**src/rtl/operand_fetch_if.sv**
```systemverilog
// rtl/operand_fetch_if.sv - fetch-side, ALU-side and writeback signals of the operand fetch stage
interface operand_fetch_if #(
    parameter int XLEN = 32
);
    logic            in_valid;
    logic            in_ready;
    logic [31:0]     in_instruction;
    logic            out_valid;
    logic            out_ready;
    logic [31:0]     out_instruction;
    logic [XLEN-1:0] op_a;
    logic [XLEN-1:0] op_b;
    logic            wb_en;
    logic [4:0]      wb_rd;
    logic [XLEN-1:0] wb_data;

    // Environment side: drives instructions, ALU ready and writeback.
    modport master (
        output in_valid, in_instruction, out_ready, wb_en, wb_rd, wb_data,
        input  in_ready, out_valid, out_instruction, op_a, op_b
    );

    // Stage side.
    modport slave (
        input  in_valid, in_instruction, out_ready, wb_en, wb_rd, wb_data,
        output in_ready, out_valid, out_instruction, op_a, op_b
    );
endinterface

```
**src/rtl/operand_fetch.sv**
```systemverilog
// rtl/operand_fetch.sv - RV32I issue stage: register file, busy scoreboard, registered ALU handoff
module operand_fetch #(
    parameter int XLEN = 32
) (
    input  logic           clk,
    input  logic           rst,
    operand_fetch_if.slave bus
);
    localparam logic [6:0] OPC_OP_IMM = 7'b0010011;
    localparam logic [6:0] OPC_OP     = 7'b0110011;
    localparam logic [6:0] OPC_LUI    = 7'b0110111;
    localparam logic [6:0] OPC_AUIPC  = 7'b0010111;
    localparam logic [6:0] OPC_JAL    = 7'b1101111;
    localparam logic [6:0] OPC_JALR   = 7'b1100111;
    localparam logic [6:0] OPC_LOAD   = 7'b0000011;
    localparam logic [6:0] OPC_STORE  = 7'b0100011;
    localparam logic [6:0] OPC_BRANCH = 7'b1100011;

    logic [XLEN-1:0] regs_q [32];
    logic [31:0]     busy_q, busy_d;
    logic            out_valid_q, out_valid_d;
    logic [31:0]     out_instr_q, out_instr_d;
    logic [XLEN-1:0] op_a_q, op_a_d;
    logic [XLEN-1:0] op_b_q, op_b_d;

    logic [6:0]  opcode;
    logic [4:0]  rs1, rs2, rd;
    logic        reads_rs1, reads_rs2, writes_rd;
    logic [31:0] clr;
    logic        stall, ready, accept;

    assign opcode = bus.in_instruction[6:0];
    assign rd     = bus.in_instruction[11:7];
    assign rs1    = bus.in_instruction[19:15];
    assign rs2    = bus.in_instruction[24:20];

    // Decode which register fields the opcode actually uses.
    always_comb begin
        reads_rs1 = 1'b0;
        reads_rs2 = 1'b0;
        writes_rd = 1'b0;
        case (opcode)
            OPC_OP_IMM: begin reads_rs1 = 1'b1; writes_rd = 1'b1; end
            OPC_OP:     begin reads_rs1 = 1'b1; reads_rs2 = 1'b1; writes_rd = 1'b1; end
            OPC_LUI:    writes_rd = 1'b1;
            OPC_AUIPC:  writes_rd = 1'b1;
            OPC_JAL:    writes_rd = 1'b1;
            OPC_JALR:   begin reads_rs1 = 1'b1; writes_rd = 1'b1; end
            OPC_LOAD:   begin reads_rs1 = 1'b1; writes_rd = 1'b1; end
            OPC_STORE:  begin reads_rs1 = 1'b1; reads_rs2 = 1'b1; end
            OPC_BRANCH: begin reads_rs1 = 1'b1; reads_rs2 = 1'b1; end
            default:    ;
        endcase
    end

    // Hazard check: a writeback landing this cycle releases its register,
    // so the waiting instruction issues now and picks the value off the bypass.
    always_comb begin
        clr = '0;
        if (bus.wb_en) begin
            clr[bus.wb_rd] = 1'b1;
        end
        stall = (reads_rs1 && busy_q[rs1] && !clr[rs1]) ||
                (reads_rs2 && busy_q[rs2] && !clr[rs2]) ||
                (writes_rd && (rd != 5'd0) && busy_q[rd] && !clr[rd]);
        ready  = !stall && (!out_valid_q || bus.out_ready);
        accept = bus.in_valid && ready;
    end

    // Operand selection with writeback bypass, and next state of the output stage.
    always_comb begin
        out_valid_d = out_valid_q;
        out_instr_d = out_instr_q;
        op_a_d      = op_a_q;
        op_b_d      = op_b_q;
        if (accept) begin
            out_valid_d = 1'b1;
            out_instr_d = bus.in_instruction;
            op_a_d      = '0;
            op_b_d      = '0;
            if (reads_rs1 && (rs1 != 5'd0)) begin
                op_a_d = (bus.wb_en && (bus.wb_rd == rs1)) ? bus.wb_data : regs_q[rs1];
            end
            if (reads_rs2 && (rs2 != 5'd0)) begin
                op_b_d = (bus.wb_en && (bus.wb_rd == rs2)) ? bus.wb_data : regs_q[rs2];
            end
        end else if (out_valid_q && bus.out_ready) begin
            out_valid_d = 1'b0;
        end
    end

    // Scoreboard: clear on writeback first so a same-cycle issue to that register wins.
    always_comb begin
        busy_d = busy_q;
        if (bus.wb_en && (bus.wb_rd != 5'd0)) begin
            busy_d[bus.wb_rd] = 1'b0;
        end
        if (accept && writes_rd && (rd != 5'd0)) begin
            busy_d[rd] = 1'b1;
        end
        busy_d[0] = 1'b0;
    end

    // Register file write port; x0 is never written.
    always_ff @(posedge clk or posedge rst) begin
        if (rst) begin
            for (int i = 0; i < 32; i++) begin
                regs_q[i] <= '0;
            end
        end else if (bus.wb_en && (bus.wb_rd != 5'd0)) begin
            regs_q[bus.wb_rd] <= bus.wb_data;
        end
    end

    // Output stage and scoreboard state.
    always_ff @(posedge clk or posedge rst) begin
        if (rst) begin
            busy_q      <= '0;
            out_valid_q <= 1'b0;
            out_instr_q <= '0;
            op_a_q      <= '0;
            op_b_q      <= '0;
        end else begin
            busy_q      <= busy_d;
            out_valid_q <= out_valid_d;
            out_instr_q <= out_instr_d;
            op_a_q      <= op_a_d;
            op_b_q      <= op_b_d;
        end
    end

    assign bus.in_ready        = ready;
    assign bus.out_valid       = out_valid_q;
    assign bus.out_instruction = out_instr_q;
    assign bus.op_a            = op_a_q;
    assign bus.op_b            = op_b_q;
endmodule

```
**src/flat_wrapper.sv**
```systemverilog
// flat-port wrapper written by rule: the top's interface ports become plain ports
module operand_fetch_flat 
#(
    parameter int XLEN = 32
)
  (clk, rst, bus_in_valid, bus_in_instruction, bus_out_ready, bus_wb_en, bus_wb_rd, bus_wb_data, bus_in_ready, bus_out_valid, bus_out_instruction, bus_op_a, bus_op_b);
  operand_fetch_if #(.XLEN(XLEN)) bus_i ();
  input  logic clk;
  input  logic rst;
  input wire logic [$bits(bus_i.in_valid)-1:0] bus_in_valid;
  input wire logic [$bits(bus_i.in_instruction)-1:0] bus_in_instruction;
  input wire logic [$bits(bus_i.out_ready)-1:0] bus_out_ready;
  input wire logic [$bits(bus_i.wb_en)-1:0] bus_wb_en;
  input wire logic [$bits(bus_i.wb_rd)-1:0] bus_wb_rd;
  input wire logic [$bits(bus_i.wb_data)-1:0] bus_wb_data;
  output wire logic [$bits(bus_i.in_ready)-1:0] bus_in_ready;
  output wire logic [$bits(bus_i.out_valid)-1:0] bus_out_valid;
  output wire logic [$bits(bus_i.out_instruction)-1:0] bus_out_instruction;
  output wire logic [$bits(bus_i.op_a)-1:0] bus_op_a;
  output wire logic [$bits(bus_i.op_b)-1:0] bus_op_b;
  assign bus_i.in_valid = bus_in_valid;
  assign bus_i.in_instruction = bus_in_instruction;
  assign bus_i.out_ready = bus_out_ready;
  assign bus_i.wb_en = bus_wb_en;
  assign bus_i.wb_rd = bus_wb_rd;
  assign bus_i.wb_data = bus_wb_data;
  assign bus_in_ready = bus_i.in_ready;
  assign bus_out_valid = bus_i.out_valid;
  assign bus_out_instruction = bus_i.out_instruction;
  assign bus_op_a = bus_i.op_a;
  assign bus_op_b = bus_i.op_b;
  operand_fetch #(.XLEN(XLEN)) u_core (.clk(clk), .rst(rst), .bus(bus_i));
endmodule
```
**config.mk**
```make
export PLATFORM = sky130hd
export DESIGN_NAME = operand_fetch_flat
export DESIGN_NICKNAME = d
export VERILOG_FILES = /design/src/rtl/operand_fetch_if.sv /design/src/rtl/operand_fetch.sv /design/src/flat_wrapper.sv
export SDC_FILE = /design/constraint.sdc
export NUM_CORES = 2
export LEC_CHECK = 0
export ABC_AREA = 1
export BUFFER_PORTS_ARGS = -buffer_cell sky130_fd_sc_hd__buf_2
export CAP_MARGIN = 20
export CORE_UTILIZATION = 30
export CTS_BUF_LIST = sky130_fd_sc_hd__clkbuf_2 sky130_fd_sc_hd__clkbuf_4 sky130_fd_sc_hd__clkbuf_8
export DETAILED_ROUTE_END_ITERATION = 8
export HOLD_SLACK_MARGIN = 0.15
export SLEW_MARGIN = 20
export SYNTH_ARGS = -nofsm -noshare
export SYNTH_HDL_FRONTEND = slang
export SYNTH_SLANG_ARGS = --single-unit
```
**constraint.sdc**
```tcl
create_clock -name clk -period 37.7 [get_ports clk]
set_input_delay 7.54 -clock clk [delete_from_list [all_inputs] [get_ports clk]]
set_output_delay 7.54 -clock clk [all_outputs]
set_load 0.01 [all_outputs]
```
# --- Word level (Yosys, flattened, before mapping) ---
# Cells that the tools add are included.
totals:
  regBits: 1152
  input_bits: 74
classes:
  n_lt_le_gt_ge: 10
  n_eq_ne: 11
  n_mux: 37
  n_bitwise: 6
  n_reduce_logical: 36
op_table:
  columns: ["op", "n"]
  rows:
  - ["1024-bit bitwise mux", 1]
  - ["32-bit 2-to-1 mux", 12]
  - ["32-bit binary-select mux with 5-bit select", 2]
  - ["32-bit demux with 5-bit select", 1]
  - ["32-bit AND", 1]
  - ["32-bit inverter", 1]
  - ["32-bit bitwise OR", 1]
  - ["1-bit binary-select mux with 5-bit select", 6]
  - ["5-bit by 6-bit < comparator with 1-bit output, second input constant", 4]
  - ["7-bit by 6-bit equality test with 1-bit output, second input constant", 3]
  - ["7-bit equality test, second input constant", 3]
  - ["1-bit logical AND", 20]
  - ["5-bit nonzero test", 4]
  - ["6-bit greater-or-equal comparator, second input constant", 3]
  - ["5-bit inverter with 6-bit output", 3]
  - ["7-bit by 5-bit equality test with 1-bit output, second input constant", 2]
  - ["1-bit 2-to-1 mux", 13]
  - ["1-bit demux with 5-bit select", 2]
  - ["5-bit equality test", 2]
  - ["5-bit by 1-bit greater-or-equal comparator with 1-bit output, second input constant", 2]
  - ["7-bit by 2-bit equality test with 1-bit output, second input constant", 1]
  - ["7-bit OR reduction", 1]
  - ["6-bit by 1-bit < comparator with 1-bit output, second input constant", 1]
  - ["6-bit OR reduction", 1]
  - ["4 further kinds", 10]

# --- Depth between registers and ports, before layout ---
logic_depth:
  depth_word: 17
  depth_mapped: 20
  mapped_depth_nobuf: 17

# --- Worst setup path before layout ---
# No wires, ideal clock.
synth_path:
  path_kind: "input to output"
  from: "input bus_in_instruction[7]"
  to: "output bus_in_ready"
  t_arrival_ns: 9.055
  t_required_ns: 30.160
  setup_slack_ns: 21.105
  path_stages: 13
  n_path_buf: 3
  path_cell_list: "buf_4 > nand2_1 > buf_6 > nor2_1 > a21oi_1 > nand3_1 > nor2_1 > nor2_1 > nor2_1 > nand3_1 > nand3_4 > clkbuf_1 > inv_1"
synth_between:
  elab_chain_cells: 7
synth_rtl:
  columns: ["element", "line", "rtl"]
  rows:
  - ["start, declared", "flat_wrapper.sv:11", "input wire logic [$bits(bus_i.in_instruction)-1:0] bus_in_instruction;"]
  - ["1-bit binary-select mux with 5-bit select or 5-bit nonzero test (tied branches)", "operand_fetch.sv:65", "(writes_rd && (rd != 5'd0) && busy_q[rd] && !clr[rd]);"]
  - ["1-bit 2-to-1 mux (implied by the code) or 1-bit logical AND (tied branches)", "operand_fetch.sv:65", null]
  - ["1-bit logical AND or 1-bit logical NOT (tied branches)", "operand_fetch.sv:65", null]
  - ["1-bit logical AND *", "operand_fetch.sv:65", null]
  - ["1-bit logical OR *", "operand_fetch.sv:64", "(reads_rs2 && busy_q[rs2] && !clr[rs2]) ||"]
  - ["1-bit logical NOT *", "operand_fetch.sv:66", "ready = !stall && (!out_valid_q || bus.out_ready);"]
  - ["1-bit logical AND *", "operand_fetch.sv:66", null]
  - ["end, declared", "flat_wrapper.sv:16", "output wire logic [$bits(bus_i.in_ready)-1:0] bus_in_ready;"]
# Mark *: on every way between the ends. The rest lies on a longest branch, timed or not. The select of a mux whose other input is x is not followed.

# --- Worst setup path in the final report ---
layout_path:
  from: "input bus_in_instruction[21]"
  to: "output bus_in_ready"
layout_between:
  elab_chain_cells: 8
layout_rtl:
  columns: ["element", "line", "rtl"]
  rows:
  - ["1-bit binary-select mux with 5-bit select", "operand_fetch.sv:64", null]
  - ["1-bit 2-to-1 mux (implied by the code)", "operand_fetch.sv:64", null]
  - ["1-bit logical AND or 1-bit logical NOT (tied branches)", "operand_fetch.sv:64", null]
  - ["1-bit logical AND *", "operand_fetch.sv:64", null]
  - ["1-bit logical OR *", "operand_fetch.sv:63", "stall = (reads_rs1 && busy_q[rs1] && !clr[rs1]) ||"]
  - ["1-bit logical OR *", "operand_fetch.sv:64", null]
  - ["1-bit logical NOT *", "operand_fetch.sv:66", null]
  - ["1-bit logical AND *", "operand_fetch.sv:66", null]
# Marked as above.

==> impl.org <==
** Finish
- In the final layout, the share of cells above drive strength 1 is 0.0875.
- Leaving out fill and tap cells, the most frequent cells in the layout are nand2_1 (2,004), o21ai_0 (1,770), dfrtp_1 (1,152).
- Area growth from synthesis to layout :: 10.4%
- The net count of the finished layout is 8,138.
- Summing all non-filler instances in the final layout gives an area of 68,600 µm².
- Utilization after layout :: 0.335
- Non-Filler Instances :: 10,907
- Most common cell after layout, fill and taps aside :: nand2_1

** Setup path
- STA classifies the critical path endpoint as an output port.
- Among all stages on the critical path, the largest delay is contributed by nor2_4.
- The signal on the critical path passes through clkbuf_8 -> nor2_4 -> buf_4 -> nand2_1 -> a21oi_1 -> nor2_1 -> nand2_1 -> nand2_1 -> nand2_1 -> nand2_1 -> nand3_1 -> nand2_1 -> inv_1 -> nand3_4 -> inv_1 -> buf_2.
- Nature of the critical path startpoint :: input pin
- The startpoint identified for the worst register-to-register timing path is u_core.busy_q[30].
- Largest fanout on the critical path :: 54
- Arrival @ worst endpoint :: 10.62 ns
- Together, buffers and inverters on the worst path number 5.
- Most common cell type on the critical path :: nand2_1
- Kind of cell adding the most delay to the critical path :: simple AND/OR/NAND/NOR gates
- In this design, the stage delay of the slowest critical-path cell is 0.75 ns.
- Type of the worst setup path :: input pin to output port
- Crit. Startpoint :: bus_in_instruction[21]
- For the worst setup path, the data required time is 30.16 ns.

** Timing
- Final Hold Viols :: 0
- Post-layout minimum cycle time :: 18.16 ns
- Setup violations remaining at the end of the flow were counted as 0.
- RSZ-0062 raised after global routing :: false
- The tightest hold path in the finished design has a slack of 0.375 ns.
- Top achievable clock speed :: 0.0551 GHz
- Summed over all failing endpoints, the final setup total negative slack is 0 ns.
- Crit share post-route :: 0.482
- Worst slew pin tran :: 1.23 ns
- Relative slew slack :: 0.182
- Clk_skew :: 0.0565 ns
- Count of final max-slew check failures :: 0

** Power
- Of the total power, registers draw 0.461.
- Internal power comes to 2.34 mW.
- Static leakage :: 30.7 nW
- IR analysis of the VDD net gives a maximum drop of 0.0000331 V.
- Net Sw Power :: 1.15 mW
- Portion of total power attributed to the clock network :: 0.351
- Of the total power, the share spent switching nets is 0.329.
- Share of power burned in combinational logic :: 0.188
- Power density over the cells :: 50.8 nW/µm²

** Die
- Area of the core region :: 205,000 µm²
- In this run the count of I/O pins placed on the die edge is 172.
- Number of placement rows :: 166
- From bottom edge to top edge, the die measures 457 µm.
- Die area :: 209,000 µm²
- From left edge to right edge, the die measures 457 µm.
- The initial utilization of the core area, before any placement, comes to 0.303.

** Worst hold path
- The worst hold path begins at u_core.regs_q[992].
- Class of the tightest hold or removal check :: flip-flop to flip-flop

** Synthesis
- Counting flops and latches in the post-synthesis netlist gives 1,152.
- Cell types with the largest area share after synthesis :: dfrtp_1 (46%), o21ai_0 (14%), nand2_1 (12%)
- Synthesis produced 8,380 cells.
- A synthesized cell averages 7.42 µm².
- Of all cell types, the one taking the most synthesized area is dfrtp_1.
- Counting every net in the synthesized netlist gives 8,454.
- In this run, distinct cell masters in the synthesized netlist total 39.
- The share of the Yosys chip area taken by registers is 0.464.
- Fraction of registers with async set or reset after synthesis :: 1.00
- Yosys warns :: 0
- Prevailing post-synth register cell :: dfrtp_1
- Netlist area before placement :: 62,200 µm²
- The share of synthesized area in the top cell type comes to 0.464.
- The synthesized design contains 0 enable-type register cells.

** CTS
- Count of buffers added by post-CTS timing repair for setup :: 0
- Max clock buf depth :: 3
- Clk root buf :: clkbuf_8
- The number of clock buffers added by TritonCTS is 198.
- Clock insertion delay at the later pin of the skew report :: 0.99 ns
- The clock net in this run drives a total of 1,152 sinks.
- Register clock-pin slew on the reported worst setup and hold paths :: 0.06 ns
- In this run, post-CTS repair resized a total of 0 instances.
- Number of hold buffers added after CTS :: 0
- TritonCTS built the clock tree.
- The clock tree synthesis step divided the H-tree into 4 levels.

** Drt
- Total Routed Length :: 276,000 µm
- The count of nets left with antenna violations once routing finished came out at 0.
- After detailed routing, the number of vias per cell comes to 5.75.
- After the first detailed-routing iteration, the DRC count stood at 9,913.
- After detailed routing, the number of remaining DRC violations is 20.
- The first detailed-routing pass took 9 iterations.
- Via Count :: 62,670
- Post-DR wirelength/cell :: 25.3 µm

** Global routing
- Overall routing resource usage :: 0.256
- Maximum number of pins on one net before global-route repair :: 185
- GR Overflow Total :: 0
- The first global-routing pass estimated 401,000 µm of wire.
- The number of global-route vias before repair is 58,046.
- The initial antenna violation count came to 29.

** Placement
- The count of buffers added on input and output ports is 171.
- Once placement completed, the tool counted placed cells totaling 10,551.
- After detailed placement, the total cell area comes to 64,400 µm².
- Final GP Congestion :: 0.923
- DP HPWL :: 159,000 µm

** Run
- Number of max-cap violations :: 0

** Run status
- The final reports fail on design-rule violations.
- Result of the run :: finished, violations left
## registers in the layout (all words and copies together), names as in the netlist
register / count
u_core.regs_q: 1024
u_core.bus.op_a: 32
u_core.bus.op_b: 32
u_core.bus.out_instruction: 32
u_core.busy_q: 31
u_core.bus.out_valid: 1
## worst reg2reg max path: cells and delay by family (launching register included)
| kind | cells | cell delay, ns |
|---|---|---|
| AND/OR/NAND/NOR | 12 | 1.93 |
| buffers and inverters | 3 | 1.06 |
| flip-flops | 1 | 0.45 |
| AO/OA/AOI/OAI | 1 | 0.11 |
## layout make-up
| type | instances | area (µm²) |
|---|---|---|
| antenna | 9 | 22.5 |
| clock buffer | 309 | 3860 |
| clock inverter | 37 | 329 |
| fill | 21688 | 137000 |
| inverter | 500 | 1900 |
| multi-input combinational | 5921 | 28400 |
| sequential | 1152 | 28800 |
| tap | 2688 | 3360 |
| timing repair buffer | 291 | 1950 |
## cell families (layout without fill, tap and decap cells)
family                    count (synthesis)  count (layout)  synth area share
and+or+nand+nor                        3145            3145             0.205
AOI/OAI and AO/OA                      2710            2710             0.239
buffers and inverters                  1307            1137            0.0822
DFF                                    1152            1152             0.464
muxes                                    61              61           0.00982
xor gates and xnor gates                  5               5          0.000705
other                                     0               9                 0
## power by group through the flow
stage | clock network [mW] | registers (mW) | logic [mW]
global route | 1.29 | 1.63 | 0.732
detailed placement | 0 | 1.62 | 0.639
floorplan | 0 | 1.59 | 0.455
finish | 1.22 | 1.61 | 0.654
global placement | 0 | 1.61 | 0.624
CTS | 1.24 | 1.60 | 0.641
## Yosys cell counts (9+ instances only)
library cell,count
a21oi_1,484
a22oi_1,16
a31oi_1,12
buf_1,66
buf_2,114
buf_4,10
clkbuf_1,611
clkinv_1,9
dfrtp_1,1152
inv_1,481
inv_2,10
mux2i_1,61
nand2_1,2008
nand3_1,480
nand4_1,77
nor2_1,552
o2111ai_1,25
o211ai_1,279
o21ai_0,1771
o221ai_1,99
## routing by layer
metal	wire (µm)	vias to the layer above	track usage
met5	138	-	0
met2	116000	4305	0.376
met1	110000	29929	0.337
met4	15300	22	0.135
met3	34700	885	0.0769
li1	-	27529	-
## final timing paths
path | endpoint | slack [ns] | cells after the start
worst max-delay path | bus_in_ready | 19.54 | 16
worst min-delay path | u_core.regs_q[992] | 0.38 | 0
min in group asynchronous | u_core.regs_q[953] | 6.77 | 2
worst max register to register | u_core.busy_q[27] | 34.14 | 16
worst min register to register | u_core.regs_q[992] | 0.38 | 0
max in group asynchronous | u_core.regs_q[568] | 27.21 | 6
## metrics by stage
step	setup WS, ns	power [mW]
2_1_floorplan	14.26	2.05
3_3_place_gp	19.67	2.24
3_5_place_dp	19.62	2.26
4_1_cts	19.62	3.48
5_1_grt	19.40	3.66
6_report	19.54	3.49
No activity file was read; power rests on OpenSTA's default activity.
